==> config.mk <==
export PLATFORM = sky130hd
export DESIGN_NAME = jtopll_wrq
export DESIGN_NICKNAME = d
export VERILOG_FILES = /design/src/rtl/jtopll_wrq.sv
export SDC_FILE = /design/constraint.sdc
export NUM_CORES = 1
export LEC_CHECK = 0
export CAP_MARGIN = 20
export CORE_AREA = 2 2 141 88
export CTS_CLUSTER_DIAMETER = 120
export DETAILED_ROUTE_END_ITERATION = 16
export DIE_AREA = 0 0 143 90
export HOLD_SLACK_MARGIN = 0.1
export PLACE_DENSITY_LB_ADDON = 0.2
export RECOVER_POWER = 50
export SYNTH_ARGS = -nofsm -noshare
export SYNTH_HDL_FRONTEND = slang
export SYNTH_SLANG_ARGS = --single-unit
==> constraint.sdc <==
create_clock -name clk -period 4.25 [get_ports clk]
set_clock_uncertainty 0.05 [all_clocks]
set_input_delay 0.6375 -clock clk [delete_from_list [all_inputs] [get_ports clk]]
set_output_delay 0.6375 -clock clk [all_outputs]
set_load 0.02 [all_outputs]
==> src/rtl/jtopll_wrq.sv <==
// jtopll_wrq: buffered, hardware-paced register-write scheduler for one or
// more jt2413-class OPLL chips. CPU writes are queued as {chip,addr,data} and
// replayed with a one-cen-tick strobe, spaced by the chip's address/data
// recovery time.
// Optional build macro: JTOPLL_WRQ_DBG_EN adds dbg_ovf / dbg_cnt ports.
module jtopll_wrq #(
  parameter int DEPTH     = 8,
  parameter int CHIPS     = 2,
  parameter int CSW       = 1,
  parameter int ADDR_WAIT = 12,
  parameter int DATA_WAIT = 84
) (
  input  logic                   clk,
  input  logic                   rst,
  input  logic                   cen,
  input  logic [7:0]             din,
  input  logic                   addr,
  input  logic [CSW-1:0]         chip,
  input  logic                   wr,
  output logic                   full,
  output logic                   empty,
  output logic [$clog2(DEPTH):0] level,
  output logic [7:0]             dout,
  output logic                   aout,
  output logic [CHIPS-1:0]       cs_n,
`ifdef JTOPLL_WRQ_DBG_EN
  output logic                   dbg_ovf,
  output logic [15:0]            dbg_cnt,
`endif
  output logic                   wr_n
);

  localparam int AW   = $clog2(DEPTH);
  localparam int LW   = AW + 1;
  localparam int EW   = CSW + 9;
  localparam int MAXW = (ADDR_WAIT > DATA_WAIT) ? ADDR_WAIT : DATA_WAIT;
  localparam int CW   = $clog2(MAXW + 1);

  typedef enum logic [1:0] {IDLE, ISSUE, STROBE, WAIT} state_t;

  logic [EW-1:0]    mem [DEPTH];
  logic [AW-1:0]    wr_ptr_reg, rd_ptr_reg;
  logic [LW-1:0]    level_reg;
  logic [EW-1:0]    cur_reg;
  state_t           state_reg, state_next;
  logic [CW-1:0]    cnt_reg, cnt_next;
  logic             take, strobe_on, strobe_off;
  logic             push, pop, fifo_ne, cur_valid;
  logic [CSW-1:0]   cur_chip;
  logic [CHIPS-1:0] cs_sel;

  assign fifo_ne   = (level_reg != '0);
  assign full      = (level_reg == LW'(DEPTH));
  assign empty     = !fifo_ne && (state_reg == IDLE);
  assign level     = level_reg;
  // A pop frees a slot in the same cycle, so a full FIFO still accepts it.
  assign push      = wr && (!full || pop);
  assign pop       = take && fifo_ne;
  assign cur_chip  = cur_reg[EW-1:9];
  assign cur_valid = (int'(cur_chip) < CHIPS);

  // Active-low select pattern for the chip held in the head register.
  genvar gi;
  generate
    for (gi = 0; gi < CHIPS; gi++) begin : g_cs
      assign cs_sel[gi] = (cur_chip != CSW'(gi));
    end
  endgenerate

  // Queue storage, written without reset so it maps onto block RAM.
  always_ff @(posedge clk) begin
    if (push) mem[wr_ptr_reg] <= {chip, addr, din};
  end

  // Registered read of the FIFO head into the entry being issued.
  always_ff @(posedge clk) begin
    if (rst)      cur_reg <= '0;
    else if (pop) cur_reg <= mem[rd_ptr_reg];
  end

  // FIFO pointers and occupancy; pointers wrap naturally (DEPTH is 2**AW).
  always_ff @(posedge clk) begin
    if (rst) begin
      wr_ptr_reg <= '0;
      rd_ptr_reg <= '0;
      level_reg  <= '0;
    end else begin
      if (push) wr_ptr_reg <= wr_ptr_reg + 1'b1;
      if (pop)  rd_ptr_reg <= rd_ptr_reg + 1'b1;
      case ({push, pop})
        2'b10:   level_reg <= level_reg + 1'b1;
        2'b01:   level_reg <= level_reg - 1'b1;
        default: level_reg <= level_reg;
      endcase
    end
  end

  // FSM state and spacing counter.
  always_ff @(posedge clk) begin
    if (rst) begin
      state_reg <= IDLE;
      cnt_reg   <= '0;
    end else begin
      state_reg <= state_next;
      cnt_reg   <= cnt_next;
    end
  end

  // Next-state logic. "take" marks a tick on which the scheduler may pop the
  // next entry; the final wait tick doubles as that pop so strobes land
  // exactly ADDR_WAIT/DATA_WAIT ticks apart.
  always_comb begin
    state_next = state_reg;
    cnt_next   = cnt_reg;
    take       = 1'b0;
    strobe_on  = 1'b0;
    strobe_off = 1'b0;
    if (cen) begin
      case (state_reg)
        IDLE: take = 1'b1;
        ISSUE: begin
          if (cur_valid) begin
            strobe_on  = 1'b1;
            cnt_next   = cur_reg[8] ? CW'(DATA_WAIT - 1) : CW'(ADDR_WAIT - 1);
            state_next = STROBE;
          end else begin
            // Unknown chip: drop silently and move straight on.
            take = 1'b1;
          end
        end
        STROBE: begin
          strobe_off = 1'b1;
          cnt_next   = cnt_reg - 1'b1;
          state_next = WAIT;
          if (cnt_reg == CW'(1)) take = 1'b1;
        end
        WAIT: begin
          cnt_next = cnt_reg - 1'b1;
          if (cnt_reg == CW'(1)) take = 1'b1;
        end
        default: state_next = IDLE;
      endcase
      if (take) state_next = fifo_ne ? ISSUE : IDLE;
    end
  end

  // Registered chip-side bus; dout/aout hold their last value between writes.
  always_ff @(posedge clk) begin
    if (rst) begin
      dout <= 8'h00;
      aout <= 1'b0;
      wr_n <= 1'b1;
      cs_n <= '1;
    end else if (strobe_on) begin
      dout <= cur_reg[7:0];
      aout <= cur_reg[8];
      wr_n <= 1'b0;
      cs_n <= cs_sel;
    end else if (strobe_off) begin
      wr_n <= 1'b1;
      cs_n <= '1;
    end
  end

`ifdef JTOPLL_WRQ_DBG_EN
  // Sticky overflow flag and wrapping count of issued strobes.
  always_ff @(posedge clk) begin
    if (rst) begin
      dbg_ovf <= 1'b0;
      dbg_cnt <= 16'h0000;
    end else begin
      if (wr && !push) dbg_ovf <= 1'b1;
      if (strobe_on)   dbg_cnt <= dbg_cnt + 16'd1;
    end
  end
`endif

endmodule

======== Yosys cells after proc, flatten, opt, wreduce, memory -nomap -nowiden ========
Memories as Yosys holds them, arrays and structs flattened. A register that Yosys moved wholly into a read port is not among the register bits.
Cells that the tools add are included.
W data, S select, Z words.
storage, ports and cells
  input port bits ......................... 14
  RAM bits ................................ 80
  output and inout bits ................... 18
  bits in registers ....................... 31
  logic and storage cells ................. 58
  memories ................................ 1
memory list
  name  depth  width  read ports  clocked after memory_dff  write ports  RTL line  source
  mem   8      10     1           1                         1            41        logic [EW-1:0] mem [DEPTH];
cells by class
  add/sub/neg operators ................... 5
  reductions and logical operators ........ 15
  muxes and demuxes ....................... 20
  eq/ne operators ......................... 7
  bitwise gates (word level) .............. 1
operators with widths
  operator               count
  $pmux W7 S2            1
  $mux W1                12
  $pmux W4 S2            1
  $eq A7 B1 Y1 const B   1
  $mux W7                1
  $sub A7 B1 Y7 const B  1
  $add A3 B1 Y3 const B  2
  $eq A2 B2 Y1 const B   3
  $mux W2                3
  $reduce_bool A2 Y1     3
  $add A4 B1 Y4 const B  1
  $eq A2 B1 Y1 const B   2
  $eq A4 B4 Y1 const B   1
  $pmux W2 S2            1
  $reduce_and A2 Y1      2
  $reduce_bool A4 Y1     1
  $sub A4 B1 Y4 const B  1
  $logic_and A1 B1 Y1    3
  $pmux W1 S3            1
  $reduce_bool A3 Y1     1
  $logic_not A1 Y1       2
  $logic_not A2 Y1       1
  $reduce_or A2 Y1       1
  $logic_or A1 B1 Y1     1
  $not A1 Y1             1

======== Longest topological paths before layout ========
Gate-level depths: netlist (run 1).
  depth in word-level cells ............... 10
  mapped depth ............................ 12
  depth with buffers taken out ............ 12

======== Least setup slack after synthesis (run 1) ========
OpenSTA, ideal clock, no wires.
  path kind ............................... register to register
  start point ............................. reg cnt_reg[2]
  end point ............................... mem mem[1][0] (netlist name), enable pin
  period minus slack after synthesis ...... 3.076 ns
  required time ........................... 3.792 ns
  stages on the path, launching flop included .. 5
  buffers on the path ..................... 0
  setup slack ............................. 1.174 ns
  library setup time ...................... 0.408 ns
  data arrival time ....................... 2.618 ns
  cells stage by stage .................... dfxtp_1 > or4_4 > o31a_1 > o21a_2 > nor4b_1
on the way
  longest elaborated chain between the ends .. 10
ends and longest elaborated chain
  element                        RTL line  source
  from (decl)                    46        logic [CW-1:0] cnt_reg, cnt_next;
  from (signal assigned)         105       cnt_reg <= cnt_next;
  $eq A7 B1 Y1                   135, 139
  $mux W1                        135, 139
  $pmux W1 S3                    119       case (state_reg)
  $mux W1 (2 in series)          118       if (cen) begin
  $logic_and A1 B1 Y1            58        assign pop = take && fifo_ne;
  $logic_or A1 B1 Y1             57        assign push = wr && (!full || pop);
  $logic_and A1 B1 Y1            57
  $mux W1                        72        if (push) mem[wr_ptr_reg] <= {chip, addr, din};
  $mux W1 (not written as such)  72
  to (decl)                      41
No other way between the ends. The select of a mux whose other input is x is not followed.

======== Worst setup path in the final report (run 1) ========
  start point ............................. in cen
  end point ............................... mem mem[6][4] (netlist name), enable pin
on the way
  longest elaborated chain between the ends .. 6
ends and longest elaborated chain
  element                        RTL line  source
  from (decl)                    15        input logic cen,
  $mux W1                        118
  $logic_and A1 B1 Y1            58
  $logic_or A1 B1 Y1             57
  $logic_and A1 B1 Y1            57
  $mux W1                        72
  $mux W1 (not written as such)  72
No other way between the ends.

==> results of run 1 <==
## final timing paths
path	startpoint	endpoint	slack, ns	cells past startpoint
hold / removal	dout[6]	dout[6]	0.40	2
setup / recovery	cen	mem[6][4]	0.87	6
hold reg to reg	dout[6]	dout[6]	0.40	2
setup reg to reg	cnt_reg[2]	mem[6][4]	0.99	5
## layer usage
layer  routed length, um  vias up  track usage
li1                    -     1423            -
met1                5360     1496        0.272
met2                4320       60        0.228
met3                 488        7       0.0575
met4                  81        0       0.0619
met5                   0        -            0
## report_power, final
part / switching (mW) / total, mW / leakage (nW) / internal [mW]
sequential: 0.203 / 1.65 / 1.06 / 1.45
combinational: 0.560 / 1.06 / 0.719 / 0.499
clock: 0.528 / 1.39 / 0.274 / 0.860
total: 1.29 / 4.10 / 2.05 / 2.81
## critical path: cells and delay by family
family / cells / cell delay, ns
simple gates: 3 / 1.05
compound gates: 2 / 0.88
buf+inv: 1 / 0.79
## cell type report
class	count	area share
Inverter	6	0.00367
Tap cell	165	0.0337
Clock inverter	15	0.0249
Timing Repair Buffer	40	0.0602
Clock buffer	17	0.0694
Sequential cell	121	0.526
Multi-Input combinational cell	204	0.282
## cells by family (layout without fill, tap and decap cells)
logic type | count (synthesis) | after routing | synth area share
AO/OA/AOI/OAI | 56 | 56 | 0.0873
flip-flops | 121 | 121 | 0.630
buffers and inverters | 25 | 78 | 0.0350
multiplexers | 32 | 32 | 0.120
XOR/XNOR | 6 | 6 | 0.0103
adder cells (fa/ha/maj) | 7 | 7 | 0.0186
AND/OR/NAND/NOR | 103 | 103 | 0.0995
## cells in the final DEF (no fill, tap or decap), types with 3 or more instances in the layout
| cell | instances |
|---|---|
| nor2_1 | 24 |
| a21oi_1 | 17 |
| mux4_2 | 10 |
| a211oi_2 | 8 |
| nor2_2 | 8 |
| edfxtp_1 | 80 |
| clkbuf_16 | 17 |
| nand3_1 | 4 |
| o22ai_1 | 3 |
| clkinvlp_4 | 3 |
| nand2b_1 | 4 |
| clkdlybuf4s50_1 | 3 |
| xnor2_1 | 3 |
| dlygate4sd3_1 | 27 |
| dfxtp_1 | 41 |
| buf_4 | 8 |
| a211oi_1 | 3 |
| mux2i_1 | 11 |
| mux4_1 | 10 |
| nor3_1 | 9 |
| nand2_1 | 37 |
| ha_1 | 6 |
| inv_1 | 6 |
| xor2_1 | 3 |
| clkinv_4 | 5 |
==> key figures, run 1 <==
Status
  – Outcome: completed

Worst setup path
  – WP data arrival: between 3 and 4 ns
  – Max FO, Critical Path: 12
  – Crit. End Element: flop
  – Type of origin of the critical path: primary input
  – CP max stage cell: dlygate4sd3_1
  – Crit path kind: in -> reg
  – Critical Path RT: roughly 4.2 ns
  – Crit path cell chain: dlygate4sd3_1 > o41a_1 > nand2_1 > o21ai_0 > nand2_2 > nor3b_2
  – Slowest Stage Delay on Critical Path: 0.79 ns

Detailed routing
  – Via/cell ratio: between 5 and 6
  – DRC viols: 0
  – DRT Wirelength: roughly 10 mm
  – Drt pass-1 iters: 4
  – Initial drt markers: roughly 200
  – ANT nets after route: 0
  – Vias: about 3,000
  – Routed length per instance: about 18 um

Cells and area
  – Final core occ: 0.525
  – Layout Nets: between 400 and 500
  – Layout Area Growth over Synthesis: 19.8%
  – Cell area after layout: 0.00613 sq mm
  – Fillers: between 900 and 1,000
  – Max reg flops: 80
  – Layout cells sized above 1: 0.199
  – Multi-input combinational cell area: 0.00173 sq mm
  – # diodes: 0
  – Register area: about 0.0032 sq mm
  – Final cell count without fillers: ~570

Floorplanning
  – Core ar.: between 0.01 and 0.015 sq mm
  – Initial Utilization: 0.438
  – Die Y-Extent: ~90 um
  – Die ar.: 0.0129 sq mm
  – Rows: 31
  – Top Ports: 32
  – Die width: between 100 and 150 um

Synthesis
  – Largest area contributor in the netlist: edfxtp_1
  – Seq/Total Area, Yosys: 0.630
  – Synth Flop Type: edfxtp_1
  – Yosys top cell area share: 0.469
  – Post-synth EDFFs: 80
  – #FFs+latches synth: 121
  – Net Count, Synth: roughly 370
  – Fraction of registers with async set/reset: 0
  – Cell count after synthesis: 350
  – Distinct cells, synth: 58
  – Synthesis Warnings: 0
  – Top cells by count, synth: edfxtp_1, dfxtp_1, nand2_1, nor2_1, a21oi_1
  – Most frequent cell after synthesis: edfxtp_1
  – Largest cells by area after synthesis: edfxtp_1, dfxtp_1, mux4_1
  – Synth Cell Area: a little over 0.005 sq mm
  – Avg Cell Area, Syn: around 15 sq um

STA
  – Maximum operating frequency: between 200 and 300 MHz
  – Post-route minimum period: 3.38 ns
  – Endpoints failing hold: 0
  – Min Hold Slack: between 0.3 and 0.4 ns
  – Final WS setup: approximately 0.87 ns
  – Max Transition Viols Final: 0
  – Final period util: 0.796
  – Tightest Pin Transition: 1.08 ns
  – Slew margin rel.: 0.278
  – RSZ-0062 raised after global routing: no
  – Setup TNS: 0 ns
  – Final setup vio count: 0

Global routing
  – Grt ovf: 0
  – Vias in the first global route: a little under 3,000
  – First-pass GRT wire length: between 15 and 20 mm
  – Largest net degree at the start of global routing: 46
  – Gr usage total: 0.176
  – Antenna violations before repair: 0

Clock tree
  – CTS Buffer Depth: 2
  – CTS tree: yes
  – CTS buffer count: 17
  – Clock Pin Slew Worst Setup and Hold Paths: 0.06 ns
  – CTS Sinks: 121
  – Setup bufs post-CTS: 0
  – Quantity of hold-fixing buffers added after cts: 0
  – Htree depth: 4
  – Worst skew pair latency: around 0.4 ns
  – Cts repair resizes: 0
  – Root buffer cell: clkbuf_16

Power and ir drop
  – PwrDens: 668 mW/mm^2
  – Power, Total: 4.10 mW
  – Peak VDD IR: 0.000297 V
  – LEAKAGE: approximately 2.1 nW

Place
  – Setup WS pre-CTS: approximately 0.86 ns
  – Post-placement cell count: ~540
  – Routability Congestion: a little under 0.8
  – PortBufs: 31
  – Hpwl dp: between 6 and 7 mm
  – DP Area: 0.00556 sq mm

Min path
  – Worst hold path class: reg -> reg

Flow run
  – Max-cap violations: 0
Note: power is estimated with default switching activity, not from simulation.
==> run 2: changes to the inputs <==
- clock period: 4.25 -> 3.4 ns (I/O delays scaled with it)
==> run 2 against run 1 <==
Global-route usage decreased by 0.12 points. Final cell count is 1.6% higher. Cell area up 1.9%. Setup slack lost 0.35 ns. Clock power up 35%. Largest power group unchanged.
==> key figures, run 2 (synthesis results as in run 1) <==
Cells and area
  – Fillers: just under 1,000
  – Register area: ~0.0032 sq mm
  – Layout Nets: 420
  – Final cell count without fillers: about 580
  – Multi-input combinational cell area: roughly 0.0017 sq mm
  – # diodes: 0
  – Most frequent cells in the layout: edfxtp_1, dfxtp_1, nand2_1
  – Commonest non-fill, non-tap cell in the layout: edfxtp_1
  – Layout cells sized above 1: 0.218
  – Layout Area Growth over Synthesis: 22.0%
  – Max reg flops: 80

Clock tree
  – Cts repair resizes: 0
  – Quantity of hold-fixing buffers added after cts: 0
  – CTS Buffer Depth: 2
  – Setup bufs post-CTS: 0
  – Htree depth: 4
  – Root buffer cell: clkbuf_16
  – Worst skew pair latency: about 0.42 ns
  – CTS buffer count: 17
  – CTS Sinks: 121
  – CTS tree: yes
  – Clock Pin Slew Worst Setup and Hold Paths: around 0.060 ns

STA
  – Min Hold Slack: roughly 0.40 ns
  – Endpoints failing hold: 0
  – RSZ-0062 raised after global routing: no
  – Final setup vio count: 0
  – Max Transition Viols Final: 0
  – Tightest Pin Transition: between 1 and 1.5 ns
  – Post-route minimum period: 2.88 ns
  – Slew margin rel.: 0.330
  – Final period util: 0.848
  – Setup TNS: 0 ns
  – Maximum operating frequency: ~350 MHz

Global routing
  – Antenna violations before repair: 0
  – Grt ovf: 0
  – Largest net degree at the start of global routing: 26
  – Gr usage total: 0.174
  – First-pass GRT wire length: ~16 mm
  – Vias in the first global route: ~3,000

Floorplanning
  – Rows: 31
  – Die ar.: 0.0129 sq mm
  – Initial Utilization: 0.438
  – Die width: 143 um
  – Top Ports: 32
  – Core ar.: ~0.012 sq mm
  – Die Y-Extent: ~90 um

Detailed routing
  – Vias: approximately 3,000
  – ANT nets after route: 0
  – DRT Wirelength: 10.3 mm
  – Drt pass-1 iters: 5
  – Routed length per instance: ~18 um
  – DRC viols: 0
  – Via/cell ratio: roughly 5.2
  – Initial drt markers: around 230

Worst setup path
  – Critical Path RT: approximately 3.7 ns
  – Worst reg-to-reg setup slack: a little over 0.5 ns
  – CP max stage cell: o41ai_1
  – Max FO, Critical Path: 8
  – Crit path cell chain: o41ai_1 > nor2_1 > nand2_1 > inv_1 > ha_1 > a21o_1 > a21oi_1 > nand3_1 > and3b_1 > nor3_1
  – Crit path kind: reg -> reg
  – R2R Path Start: level[0]
  – Slowest Stage Delay on Critical Path: roughly 0.8 ns
  – R2R cell count: 10
  – WP data arrival: roughly 3.2 ns
  – Reg-to-Reg End: level[3]
  – Crit. End Element: flop
  – Type of origin of the critical path: flop

Place
  – Hpwl dp: between 6 and 7 mm
  – Post-placement cell count: roughly 550
  – PortBufs: 31
  – Routability Congestion: just under 0.8

Min path
  – Hold Startpoint: dout[5]
  – Endpoint with the worst hold slack: dout[5]
  – Worst hold path class: reg -> reg
  – Hold depth: 2

Power and ir drop
  – Peak VDD IR: about 0.0004 V
  – PwrDens: roughly 850 mW/mm^2
  – Power, Total: approximately 5.3 mW
  – LEAKAGE: 2.11 nW

Status
  – Outcome: completed

Flow run
  – Max-cap violations: 0
run 2: changes by cell type in the layout (fill, tap and decap cells not counted), sizes merged:
cell and change:
buf +8, bufinv +2, clkbuf +1, clkdlybuf4s50 +8, clkinv -4, clkinvlp +2
dlygate4sd3 -8
run 2: worst max path at each step:
stage                            to  cells after the start        from
after CTS                  level[3]                     10    level[0]
after floorplan           mem[1][0]                      4  cnt_reg[2]
after detailed placement   level[3]                     11         cen
after global placement     level[3]                     11         cen
final                      level[3]                     10    level[0]
after global routing       level[3]                     10    level[0]
run 2: stage by stage:
| stage | instance area [sq um] | worst slack [ns] | util |
|---|---|---|---|
| 6_report | 6250 | 0.518 | 0.535 |
| 5_1_grt | 6250 | 0.298 | 0.535 |
| 4_1_cts | 6250 | 0.540 | 0.536 |
| 3_5_place_dp | 5630 | 0.620 | 0.482 |
| 3_3_place_gp | 5630 | 0.690 | 0.482 |
| 2_1_floorplan | 5120 | 0.324 | - |
run 2: worst max-delay path, delay by kind of cell (launching register included):
kind | cells | cell delay [ns]
buffers and inverters | 1 | 0.12
AND/OR/NAND/NOR | 5 | 0.82
adder cells (fa/ha/maj) | 1 | 0.29
flip-flops | 1 | 0.38
AO/OA/AOI/OAI | 3 | 1.16
run 2: cell type report:
class                           count  area share
Clock buffer                       17      0.0681
Clock inverter                     15      0.0322
Inverter                            6     0.00361
Multi-Input combinational cell    204       0.278
Sequential cell                   121       0.516
Tap cell                          165      0.0330
Timing Repair Buffer               49      0.0693
run 2: power breakdown:
group | leakage, nW | internal [mW] | switching [mW]
logic | 0.757 | 0.650 | 0.750
registers | 1.06 | 1.81 | 0.220
clock network | 0.289 | 1.22 | 0.659
total | 2.11 | 3.68 | 1.63
run 2: metal layers:
layer | GRT usage | routed length [um] | vias to the layer above | share of wire
met1 | 0.266 | 5220 | 1495 | 0.51
met4 | 0.0594 | 144 | 0 | 0.014
met2 | 0.231 | 4340 | 67 | 0.42
met5 | 0 | 0 | - | 0
met3 | 0.0565 | 630 | 16 | 0.061
li1 | - | - | 1442 | -
